File: config.mk
export PLATFORM = sky130hd
export DESIGN_NAME = instr_fetch_unit
export DESIGN_NICKNAME = d
export VERILOG_FILES = /design/src/rtl/instr_fetch_unit_pkg.sv /design/src/rtl/instr_fetch_unit_pc_reg.sv /design/src/rtl/instr_fetch_unit.sv
export SDC_FILE = /design/constraint.sdc
export NUM_CORES = 1
export LEC_CHECK = 0
export BUFFER_PORTS_ARGS = -buffer_cell sky130_fd_sc_hd__buf_2
export CAP_MARGIN = 20
export CORE_UTILIZATION = 45
export CTS_CLUSTER_DIAMETER = 120
export DETAILED_ROUTE_END_ITERATION = 10
export GPL_TIMING_DRIVEN = 1
export PLACE_DENSITY = 0.76
export SYNTH_ARGS = -nofsm -noshare
export SYNTH_HDL_FRONTEND = slang
export SYNTH_SLANG_ARGS = --single-unit
File: constraint.sdc
create_clock -name clk -period 1.8 [get_ports clk]
set_input_delay 0.27 -clock clk [delete_from_list [all_inputs] [get_ports clk]]
set_output_delay 0.27 -clock clk [all_outputs]
set_load 0.02 [all_outputs]
File: src/rtl/instr_fetch_unit_pkg.sv
// -----------------------------------------------------------------------------
// instr_fetch_unit_pkg
// Shared CPU definitions used by the fetch stage: PC and instruction widths,
// the default bubble word, the fetch FSM state encoding and small PC helpers.
// -----------------------------------------------------------------------------
package instr_fetch_unit_pkg;

    localparam int PC_W    = 8;
    localparam int INSTR_W = 32;

    localparam logic [INSTR_W-1:0] NOP_WORD = 32'h0000_0000;

    typedef enum logic [1:0] {
        ST_WARMUP = 2'd0,
        ST_RUN    = 2'd1,
        ST_HOLD   = 2'd2
    } fetch_state_e;

    // Sequential next-instruction address; wraps modulo 2**PC_W with no flag.
    function automatic logic [PC_W-1:0] pc_plus4(input logic [PC_W-1:0] pc);
        return pc + PC_W'(4);
    endfunction

    // Instructions are word aligned, so the two low address bits are dropped.
    function automatic logic [PC_W-1:0] word_align(input logic [PC_W-1:0] a);
        return a & {{(PC_W-2){1'b1}}, 2'b00};
    endfunction

endpackage

File: src/rtl/instr_fetch_unit_pc_reg.sv
// -----------------------------------------------------------------------------
// pc_reg
// Program counter register with its increment / redirect mux.
// Ports:
//   clk          - clock, updates on posedge
//   rst          - asynchronous active-high reset, loads RESET_PC
//   i_inc        - advance PC by 4 (normal fetch)
//   i_load       - load word-aligned i_load_addr (redirect), wins over i_inc
//   i_load_addr  - redirect target byte address
//   o_pc         - current PC
//   o_pc4        - current PC + 4 (modular)
// -----------------------------------------------------------------------------
module pc_reg
    import instr_fetch_unit_pkg::*;
#(
    parameter logic [PC_W-1:0] RESET_PC = 8'h00
) (
    input  logic            clk,
    input  logic            rst,
    input  logic            i_inc,
    input  logic            i_load,
    input  logic [PC_W-1:0] i_load_addr,
    output logic [PC_W-1:0] o_pc,
    output logic [PC_W-1:0] o_pc4
);

    logic [PC_W-1:0] r_pc;
    logic [PC_W-1:0] w_pc_next;

    // Next-PC select: redirect load first, then increment, otherwise hold.
    always_comb begin
        w_pc_next = r_pc;
        if (i_load) begin
            w_pc_next = word_align(i_load_addr);
        end else if (i_inc) begin
            w_pc_next = pc_plus4(r_pc);
        end else begin
            w_pc_next = r_pc;
        end
    end

    // PC state register.
    always_ff @(posedge clk or posedge rst) begin
        if (rst) begin
            r_pc <= RESET_PC;
        end else begin
            r_pc <= w_pc_next;
        end
    end

    assign o_pc  = r_pc;
    assign o_pc4 = pc_plus4(r_pc);

endmodule

File: src/rtl/instr_fetch_unit.sv
// -----------------------------------------------------------------------------
// instr_fetch_unit
// Instruction fetch stage: drives the instruction memory address from the PC,
// captures the returned word into the IF/ID pipeline register, and handles
// decode stalls and branch/jump redirects.
// Ports:
//   clk, rst       - clock and asynchronous active-high reset
//   stall          - hold PC and IF/ID (decode hazard)
//   redirect       - load redirect_addr into PC and insert a bubble
//   redirect_addr  - redirect byte address (low two bits ignored)
//   memread        - instruction memory read enable (off during warm-up)
//   addr           - instruction memory byte address (= PC)
//   readdata       - instruction word from memory, valid one edge after addr
//   if_id_instr    - registered instruction
//   if_id_pc4      - registered PC+4 of that instruction
//   if_id_valid    - 1 for a real fetch, 0 for a bubble
// -----------------------------------------------------------------------------
module instr_fetch_unit
    import instr_fetch_unit_pkg::*;
#(
    parameter logic [PC_W-1:0]    RESET_PC  = 8'h00,
    parameter logic [INSTR_W-1:0] NOP_INSTR = NOP_WORD
) (
    input  logic               clk,
    input  logic               rst,
    input  logic               stall,
    input  logic               redirect,
    input  logic [PC_W-1:0]    redirect_addr,
    output logic               memread,
    output logic [PC_W-1:0]    addr,
    input  logic [INSTR_W-1:0] readdata,
    output logic [INSTR_W-1:0] if_id_instr,
    output logic [PC_W-1:0]    if_id_pc4,
    output logic               if_id_valid
);

    fetch_state_e        r_state;
    fetch_state_e        w_state_next;
    logic                w_active;
    logic                w_redirect;
    logic                w_fetch;
    logic [PC_W-1:0]     w_pc;
    logic [PC_W-1:0]     w_pc4;
    logic [INSTR_W-1:0]  r_instr;
    logic [PC_W-1:0]     r_pc4;
    logic                r_valid;

    // Redirect outranks stall; nothing happens while warming up.
    assign w_active   = (r_state != ST_WARMUP);
    assign w_redirect = w_active & redirect;
    assign w_fetch    = w_active & ~redirect & ~stall;

    pc_reg #(
        .RESET_PC (RESET_PC)
    ) u_pc_reg (
        .clk         (clk),
        .rst         (rst),
        .i_inc       (w_fetch),
        .i_load      (w_redirect),
        .i_load_addr (redirect_addr),
        .o_pc        (w_pc),
        .o_pc4       (w_pc4)
    );

    // Fetch FSM state register.
    always_ff @(posedge clk or posedge rst) begin
        if (rst) begin
            r_state <= ST_WARMUP;
        end else begin
            r_state <= w_state_next;
        end
    end

    // Fetch FSM next-state logic.
    always_comb begin
        w_state_next = r_state;
        case (r_state)
            ST_WARMUP: w_state_next = ST_RUN;
            ST_RUN, ST_HOLD: begin
                if (redirect) begin
                    w_state_next = ST_RUN;
                end else if (stall) begin
                    w_state_next = ST_HOLD;
                end else begin
                    w_state_next = ST_RUN;
                end
            end
            default: w_state_next = ST_WARMUP;
        endcase
    end

    // IF/ID pipeline register: bubble on redirect, capture on fetch, else hold.
    always_ff @(posedge clk or posedge rst) begin
        if (rst) begin
            r_instr <= NOP_INSTR;
            r_pc4   <= {PC_W{1'b0}};
            r_valid <= 1'b0;
        end else if (w_redirect) begin
            r_instr <= NOP_INSTR;
            r_pc4   <= {PC_W{1'b0}};
            r_valid <= 1'b0;
        end else if (w_fetch) begin
            r_instr <= readdata;
            r_pc4   <= w_pc4;
            r_valid <= 1'b1;
        end else begin
            r_instr <= r_instr;
            r_pc4   <= r_pc4;
            r_valid <= r_valid;
        end
    end

    // memread and addr are decodes of registered state only.
    assign memread     = w_active;
    assign addr        = w_pc;
    assign if_id_instr = r_instr;
    assign if_id_pc4   = r_pc4;
    assign if_id_valid = r_valid;

endmodule

==> summary.txt, run 1 <==
Synth Area in Compound Gates = 15.57%
Final Skew = 2.257 ps
die area = 5086 sq um
Fillers = 397
RSZ-0062 raised after global routing = false
DP HPWL = 3.250 mm
HP Class = in -> reg
num rows = 24
GRT Util Overall = 20.07%
Pleak = 1.409 nW
Crit Path Category = reg -> out
commonest non-fill, non-tap cell in the layout = buf_2
Power Dens Cells = 1597 nW/um^2
Synth Cell Area = 2162 sq um
max cap viols = 0
XOR/XNOR share of the synthesized area = 1.215%
Initial Util = 48.32%
Required @ worst endpoint = 1530 ps
most frequent cells in the layout = 89 x buf_2, 48 x dfrtp_1, 42 x nand2_1
port bufs = 89
Yosys warning total = 0
failing checks = DRC
M1 WL = 2.096 mm
crit path max fanout = 9
Seq cells post-synth = 48
global-route wire length before repair = 7.879 mm
Routed wire per std cell = 12.83 um
r2r startpoint = u_pc_reg.o_pc[2]
final instance area = 2760 sq um
critical path arrival = 1410 ps
Routed Antenna Nets = 0
Tcrit/Tclk final = 93.07%
clk slew on worst S/H paths = 80 ps
Mean Syn Cell Area = 9.525 sq um
Setup crit end kind = primary output
Cell Area, Placed = 2630 sq um
CTS Root Cell = clkbuf_8
Slew Viols, Final = 0
Num CTS Buffers = 5
Clk Latency, worst-skew pair = 300 ps
initial antenna violation count = 0
Critical Path Source Type = flip-flop
CTS H-Tree Depth = 2
CTS tree = built
Peak Freq = 596.9 MHz
Vias/cell = 4.934
status = complete, but fails checks
mux contribution to synthesized area = 0%
minimum clock period = 1675 ps
DRC viols = 6
gpl congestion = 0.8182
sequential fraction of the synthesis area = 55.56%
total core area = 4474 sq um
largest family of logic cells by synthesized area = simple AND/OR/NAND/NOR gates
clk sinks = 48
layout cell share with drive strength beyond 1 = 33.44%
Post-CTS Setup Repair Bufs = 0
Post-synth EDFFs = 0
Syn Inst Count = 227
1st-iter DRT viols = 139
Hold Crit Start = readdata[20]
I/O pin count = 94
Adder-Cell Fraction of Synth Area = 1.736%
met2 routed WL = 2.219 mm
Crit. Startpoint = r_state[0]
vias in the first global route = 1670
DR top layer = met4
P&R area growth vs syn = 27.66%
die height = 71.32 um
fin nets = 360
routed vias = 1806
Setup violations, final = 0
final wirelength = 4.694 mm
routed wl met3 = 302 um
Die Width = 71.32 um
largest net degree at the start of global routing = 79
TritonRoute pass-1 iters = 7
final setup TNS = 0 ps
post-synthesis async set-or-reset flop share = 100.0%
gr ovfl total = 0
VDD IR-drop max = 0.001160 V
ANT cells = 0
simple-gate share of the synthesized area = 19.91%
CTS Buffer Depth = 2
Final Hold Viols = 0
Post-synth top flop = dfrtp_1
number of library cell types mapped by synthesis = 33
## logic make-up (layout without fill, tap and decap cells)
family,count (synthesis),after routing
AOI/OAI and AO/OA,60,60
xor gates and xnor gates,3,3
adders and majority gates,3,3
buffers and inverters,25,111
DFF,48,48
other,1,2
and+or+nand+nor,87,87
## path summary, 6_finish.rpt
check	to	slack [ps]	cells past startpoint
min	if_id_instr[20]	210	3
max	memread	120	5
min reg2reg	if_id_instr[18]	480	2
max in group asynchronous	if_id_instr[6]	620	4
max reg2reg	u_pc_reg.o_pc[7]	350	4
min in group asynchronous	if_id_instr[25]	560	3
## where the power goes
| group | internal [mW] | leakage (nW) | switching, mW |
|---|---|---|---|
| logic | 0.671 | 0.737 | 1.23 |
| clock network | 0.412 | 0.0552 | 0.349 |
| registers | 1.48 | 0.617 | 0.270 |
## cells in the mapped netlist, types with 2 or more instances
| library cell | instances | area share, % |
|---|---|---|
| dfrtp_1 | 48 | 56 |
| nand2_1 | 42 | 7.3 |
| o21ai_0 | 40 | 9.3 |
| nand2b_1 | 33 | 9.5 |
| a21oi_1 | 7 | 1.6 |
| inv_1 | 7 | 1.2 |
| clkbuf_1 | 6 | 1.0 |
| buf_4 | 5 | 1.7 |
| nor2_1 | 4 | 0.69 |
| o31ai_1 | 4 | 1.4 |
| buf_2 | 3 | 0.69 |
| ha_1 | 3 | 1.7 |
| a32oi_1 | 2 | 0.81 |
| clkbuf_2 | 2 | 0.46 |
| nor3_1 | 2 | 0.46 |
| xnor2_1 | 2 | 0.81 |
## worst max-delay path: stages, from the launching register on
cell and delay [ps]:
dfrtp_1 380, inv_1 90, ha_4 190, clkinv_1 110
buf_4 170, buf_2 160
## per-layer routing
layer  up-vias  global-route usage, %
li1        915                      -
met3         7                  5.626
met1       807                  26.65
met5         -                      0
met2        77                  31.64
met4         0                  7.333
## state kept, by name, summed over array words and instances, names as in the netlist
register       flops
u_pc_reg.o_pc      6
if_id_valid        1
r_state            2
if_id_pc4          7
if_id_instr       32
## cell type report
cell class                      instances  area (sq um)  share of cell area, %
Multi-Input combinational cell        155         850.8                  30.82
Inverter                                8         30.03                  1.088
Tap cell                               52         65.06                  2.357
Clock buffer                            6         72.57                  2.629
Timing Repair Buffer                   95         505.5                  18.31
Clock inverter                          2         35.03                  1.269
Sequential cell                        48          1201                  43.52
## stage by stage
step | cells | hold WS (ps) | power [mW] | utilization, % | setup WS (ps)
6_report | 366 | 213.1 | 4.408 | 61.69 | 124.8
5_1_grt | 366 | 205.0 | 4.743 | 61.69 | 20.54
4_1_cts | 366 | 205.6 | 4.425 | 61.47 | 43.55
3_5_place_dp | 357 | 324.1 | 3.650 | 58.78 | 179.4
3_3_place_gp | 357 | 322.1 | 3.586 | 58.78 | 251.2
2_1_floorplan | 228 | 405.8 | 3.009 | - | 161.9
## what timing repair did
action                                  in CTS  in global routing
endpoints found under the hold margin       22                  0
hold buffers                                 1                  0
endpoints found under the setup margin       1                  1
gates resized for setup                      1                  1
(Power assumes the default switching activity.)
==> inputs of run 2 (changes only) <==
--- a/config.mk
+++ b/config.mk
@@ -11,7 +11,7 @@
 export CTS_CLUSTER_DIAMETER = 120
 export DETAILED_ROUTE_END_ITERATION = 10
 export GPL_TIMING_DRIVEN = 1
-export PLACE_DENSITY = 0.76
+export PLACE_DENSITY_LB_ADDON = 0.25
 export SYNTH_ARGS = -nofsm -noshare
 export SYNTH_HDL_FRONTEND = slang
 export SYNTH_SLANG_ARGS = --single-unit
==> summary.txt, run 2 (synthesis gave the netlist of run 1 again) <==
Reg power frac = 40.4% (was 39.7%)
crit path cell chain = inv_1 > ha_1 > clkinv_1 > buf_4 > buf_2 (was inv_1 > ha_4 > clkinv_1 > buf_4 > buf_2)
Routed Antenna Nets = 0 (unchanged)
Cell Area, Placed = 2650 sq um (was 2630 sq um)
num rows = 24 (unchanged)
Vias/cell = 4.967 (was 4.934)
Crit Path Category = reg -> out (unchanged)
final wirelength = 4.574 mm (was 4.694 mm)
fin nets = 360 (unchanged)
Fillers = 401 (was 397)
max cap viols = 0 (unchanged)
failing checks = DRC (unchanged)
RSZ-0062 raised after global routing = false (unchanged)
cts hold-fix bufs = 0 (was 1)
post_cts resized = 0 (was 1)
largest net degree at the start of global routing = 49 (was 79)
Required @ worst endpoint = 1530 ps (about the same)
Final Skew = 4.243 ps (was 2.257 ps)
Post-Layout Cell Count = 366 (unchanged)
r2r startpoint = u_pc_reg.o_pc[4] (was u_pc_reg.o_pc[2])
CTS H-Tree Depth = 2 (unchanged)
Peak Freq = 619.3 MHz (was 596.9 MHz)
DRC viols = 7 (was 6)
worst reg2reg path endpoint = u_pc_reg.o_pc[7] (unchanged)
gpl congestion = 0.8098 (was 0.8182)
crit path max fanout = 7 (was 9)
CTS Root Cell = clkbuf_8 (unchanged)
critical path arrival = 1340 ps (was 1410 ps)
HP Class = in -> async (was in -> reg)
final setup TNS = 0 ps (unchanged)
switch share = 42.68% (was 41.88%)
Clock Power Share = 15.2% (was 17.3%)
TritonRoute pass-1 iters = 7 (unchanged)
die height = 71.32 um (unchanged)
final instance area = 2744 sq um (was 2760 sq um)
ANT cells = 0 (unchanged)
layout cell share with drive strength beyond 1 = 33.44% (unchanged)
clk sinks = 48 (unchanged)
CTS Buffer Depth = 2 (unchanged)
DP HPWL = 3.200 mm (was 3.250 mm)
Tcrit/Tclk final = 89.71% (was 93.07%)
status = complete, but fails checks (unchanged)
most frequent cells in the layout = 89 x buf_2, 48 x dfrtp_1, 42 x nand2_1 (unchanged)
die area = 5086 sq um (unchanged)
minimum clock period = 1615 ps (was 1675 ps)
I/O pin count = 94 (unchanged)
worst stage delay on the critical path = 380 ps (about the same)
vias in the first global route = 1759 (was 1670)
hold slack = 1.425 ps (was 213.1 ps)
combinational share of power = 44.3% (was 43.1%)
global-route wire length before repair = 7.665 mm (was 7.879 mm)
1st-iter DRT viols = 112 (was 139)
R2R depth = 4 (unchanged)
Critical Path Source Type = flip-flop (unchanged)
P_sw = 1.833 mW (was 1.846 mW)
Routed wire per std cell = 12.50 um (was 12.83 um)
clk slew on worst S/H paths = 90 ps (was 80 ps)
Slew Viols, Final = 0 (unchanged)
total core area = 4474 sq um (unchanged)
CP max-delay cell = dfrtp_1 (unchanged)
Setup crit end kind = primary output (unchanged)
port bufs = 89 (unchanged)
Final Hold Viols = 0 (unchanged)
Post-CTS Setup Repair Bufs = 0 (unchanged)
CTS tree = built (unchanged)
setup slack, reg-to-reg = 350 ps (about the same)
Num CTS Buffers = 5 (unchanged)
internal power = 2.462 mW (was 2.562 mW)
routed vias = 1818 (was 1806)
Pleak = 1.403 nW (was 1.409 nW)
Die Width = 71.32 um (unchanged)
VDD IR-drop max = 0.0006523 V (was 0.001160 V)
max FFs per register = 32 (unchanged)
Setup violations, final = 0 (unchanged)
initial antenna violation count = 0 (unchanged)
commonest non-fill, non-tap cell in the layout = buf_2 (unchanged)
gr ovfl total = 0 (unchanged)
placed cell count = 358 (was 357)
Power Dens Cells = 1565 nW/um^2 (was 1597 nW/um^2)
P&R area growth vs syn = 26.91% (was 27.66%)
GRT Util Overall = 19.39% (was 20.07%)
Initial Util = 48.32% (unchanged)
Clk Latency, worst-skew pair = 300 ps (about the same)
## run 2: per-layer routing
metal  track usage [%]  share of wire (%)
met3             3.938                5.4
met5                 0                  0
met4             9.556                2.7
met1             22.54                 43
met2             34.18                 49
## run 2: power by group through the flow
stage                     clock network (mW)  logic [mW]  registers [mW]
after floorplan                            0       0.778            2.23
after global placement                     0        1.87            1.75
after detailed placement                   0        1.92            1.76
after CTS                              0.678        1.93            1.74
after global routing                   0.719        2.11            1.80
final                                  0.654        1.90            1.74
## run 2: final cells by class
| type | instances | area, sq um | area share (%) |
|---|---|---|---|
| Sequential cell | 48 | 1201 | 43.78 |
| Multi-Input combinational cell | 155 | 838.3 | 30.55 |
| Timing Repair Buffer | 95 | 515.5 | 18.79 |
| Clock buffer | 7 | 86.33 | 3.146 |
| Tap cell | 52 | 65.06 | 2.371 |
| Inverter | 8 | 30.03 | 1.094 |
| Clock inverter | 1 | 7.507 | 0.2736 |
## run 2: how the worst max path moves through the flow
| stage | from | to | cells past startpoint |
|---|---|---|---|
| after global placement | u_pc_reg.o_pc[2] | u_pc_reg.o_pc[7] | 4 |
| after CTS | r_state[0] | memread | 5 |
| final | r_state[0] | memread | 5 |
| after detailed placement | u_pc_reg.o_pc[2] | u_pc_reg.o_pc[7] | 4 |
| after floorplan | r_state[0] | if_id_pc4[2] | 9 |
| after global routing | r_state[0] | memread | 5 |
## run 2: critical path: cells and delay by family (launching register included)
| kind | cells | cell delay [ps] |
|---|---|---|
| adder cells (fa/ha/maj) | 1 | 180 |
| buffers and inverters | 4 | 500 |
| flip-flops | 1 | 380 |
## run 2: metrics by stage
step,setup slack (ps),utilization (%),total power [mW]
after floorplan,161.9,-,3.009
after global placement,412.3,59.23,3.615
after detailed placement,372.3,59.23,3.681
after CTS,164.8,61.33,4.346
after global routing,98.83,61.33,4.629
final,185.1,61.33,4.295
==> inputs of run 3 (changes only) <==
--- a/config.mk
+++ b/config.mk
@@ -11,6 +11,7 @@
 export CTS_CLUSTER_DIAMETER = 120
 export DETAILED_ROUTE_END_ITERATION = 10
 export GPL_TIMING_DRIVEN = 1
+export HOLD_SLACK_MARGIN = 0.05
 export PLACE_DENSITY_LB_ADDON = 0.25
 export SYNTH_ARGS = -nofsm -noshare
 export SYNTH_HDL_FRONTEND = slang
==> summary.txt, run 3 (synthesis gave the netlist of run 1 again) <==
hold slack = 207.4 ps (was 1.425 ps)
Post-CTS Setup Repair Bufs = 0 (unchanged)
initial antenna violation count = 0 (unchanged)
Num CTS Buffers = 5 (unchanged)
status = complete, but fails checks (unchanged)
final wirelength = 4.532 mm (was 4.574 mm)
CP Buf/Inv Count = 4 (unchanged)
Routed Antenna Nets = 0 (unchanged)
most frequent cells in the layout = 89 x buf_2, 48 x dfrtp_1, 42 x nand2_1 (unchanged)
P&R area growth vs syn = 27.37% (was 26.91%)
Vias/cell = 4.989 (was 4.967)
TritonRoute pass-1 iters = 7 (unchanged)
clk sinks = 48 (unchanged)
Crit Path Category = reg -> out (unchanged)
RSZ-0062 raised after global routing = false (unchanged)
layout cell share with drive strength beyond 1 = 33.33% (was 33.44%)
die height = 71.32 um (unchanged)
CTS H-Tree Depth = 2 (unchanged)
number of cells on the worst hold path = 3
vias in the first global route = 1757 (was 1759)
combinational share of power = 44.3% (about the same)
max cap viols = 0 (unchanged)
P_sw = 1.825 mW (was 1.833 mW)
Peak Freq = 618.5 MHz (was 619.3 MHz)
Die Width = 71.32 um (unchanged)
Reg power frac = 40.5% (was 40.4%)
CTS Buffer Depth = 2 (unchanged)
minimum clock period = 1617 ps (was 1615 ps)
gr ovfl total = 0 (unchanged)
Power Dens Cells = 1557 nW/um^2 (was 1565 nW/um^2)
CTS Root Cell = clkbuf_8 (unchanged)
Final Skew = 3.558 ps (was 4.243 ps)
internal power = 2.463 mW (was 2.462 mW)
CTS tree = built (unchanged)
largest net degree at the start of global routing = 49 (unchanged)
Routed wire per std cell = 12.35 um (was 12.50 um)
GRT Util Overall = 19.42% (was 19.39%)
Tcrit/Tclk final = 89.82% (was 89.71%)
worst stage delay on the critical path = 380 ps (about the same)
total core area = 4474 sq um (unchanged)
setup slack, reg-to-reg = 360 ps (was 350 ps)
Finished Core Util = 61.55% (was 61.33%)
routed vias = 1831 (was 1818)
CP max-delay cell = dfrtp_1 (unchanged)
final setup TNS = 0 ps (unchanged)
DRC viols = 7 (unchanged)
Critical Path Source Type = flip-flop (unchanged)
Clk Latency, worst-skew pair = 290 ps (was 300 ps)
die area = 5086 sq um (unchanged)
Crit. Startpoint = r_state[0] (unchanged)
Setup crit end kind = primary output (unchanged)
worst min-delay path endpoint = if_id_instr[24]
max FFs per register = 32 (unchanged)
Hold Crit Start = readdata[24]
HP Class = in -> reg (was in -> async)
Setup violations, final = 0 (unchanged)
Final Hold Viols = 0 (unchanged)
r2r startpoint = u_pc_reg.o_pc[4] (unchanged)
switch share = 42.56% (was 42.68%)
R2R depth = 4 (unchanged)
total power = 4.288 mW (was 4.295 mW)
num rows = 24 (unchanged)
failing checks = DRC (unchanged)
worst reg2reg path endpoint = u_pc_reg.o_pc[7] (unchanged)
DP HPWL = 3.200 mm (unchanged)
critical path arrival = 1350 ps (was 1340 ps)
Pleak = 1.407 nW (was 1.403 nW)
crit path max fanout = 7 (unchanged)
port bufs = 89 (unchanged)
global-route wire length before repair = 7.679 mm (was 7.665 mm)
clk slew on worst S/H paths = 80 ps (was 90 ps)
Required @ worst endpoint = 1530 ps (about the same)
cell family with most CP delay = buffers and inverters (unchanged)
1st-iter DRT viols = 108 (was 112)
Clock Power Share = 15.2% (about the same)
crit path cell chain = inv_1 > ha_1 > clkinv_1 > buf_4 > buf_2 (unchanged)
fin nets = 361 (was 360)
VDD IR-drop max = 0.0006518 V (was 0.0006523 V)
gpl congestion = 0.8098 (unchanged)
Initial Util = 48.32% (unchanged)
Slew Viols, Final = 0 (unchanged)
ANT cells = 0 (unchanged)
commonest non-fill, non-tap cell in the layout = buf_2 (unchanged)
I/O pin count = 94 (unchanged)
==> run 3: worst min-delay path, delay by kind of cell <==
| kind | cells | cell delay, ps |
|---|---|---|
| AOI/OAI and AO/OA | 1 | 50 |
| buffers and inverters | 1 | 90 |
| and+or+nand+nor | 1 | 50 |
==> run 3: layout make-up <==
| type | count | area (sq um) |
|---|---|---|
| fill | 400 | 1720 |
| sequential | 48 | 1201 |
| multi-input combinational | 155 | 838.3 |
| timing repair buffer | 96 | 525.5 |
| clock buffer | 7 | 86.33 |
| tap | 52 | 65.06 |
| inverter | 8 | 30.03 |
| clock inverter | 1 | 7.507 |
==> run 3: power by group through the flow <==
stage,Sequential (mW),Clock (mW),Combinational [mW]
floorplan,2.23,0,0.778
detailed placement,1.76,0,1.92
global route,1.80,0.719,2.11
finish,1.74,0.651,1.90
CTS,1.74,0.678,1.93
global placement,1.75,0,1.87
==> run 3: repair_timing <==
item / 4_1_cts / 5_1_grt
hold endpoints to repair: 48 / 0
resized for setup: 0 / 0
hold buffers: 1 / 0
==> run 3: stage by stage <==
| stage | cell area, sq um | std cells | worst slack (ps) |
|---|---|---|---|
| after floorplan | 2166 | 228 | 161.9 |
| after global placement | 2650 | 358 | 412.3 |
| after detailed placement | 2650 | 358 | 372.3 |
| after CTS | 2754 | 367 | 164.8 |
| after global routing | 2754 | 367 | 98.83 |
| final | 2754 | 367 | 183.3 |
==> run 3: routing by layer <==
layer | track usage [%] | up-vias | wire (um)
li1 | - | 916 | -
met1 | 22.63 | 841 | 1960
met2 | 34.18 | 63 | 2199
met3 | 3.938 | 11 | 258
met4 | 9.556 | 0 | 112
met5 | 0 | - | 0
==> run 3: worst max-delay path by stage <==
stage | cells past startpoint | end | slack (ps)
after detailed placement | 4 | u_pc_reg.o_pc[7] | 370
after floorplan | 9 | if_id_pc4[2] | 160
after global placement | 4 | u_pc_reg.o_pc[7] | 410
final | 5 | memread | 180
after global routing | 5 | memread | 100
after CTS | 5 | memread | 160
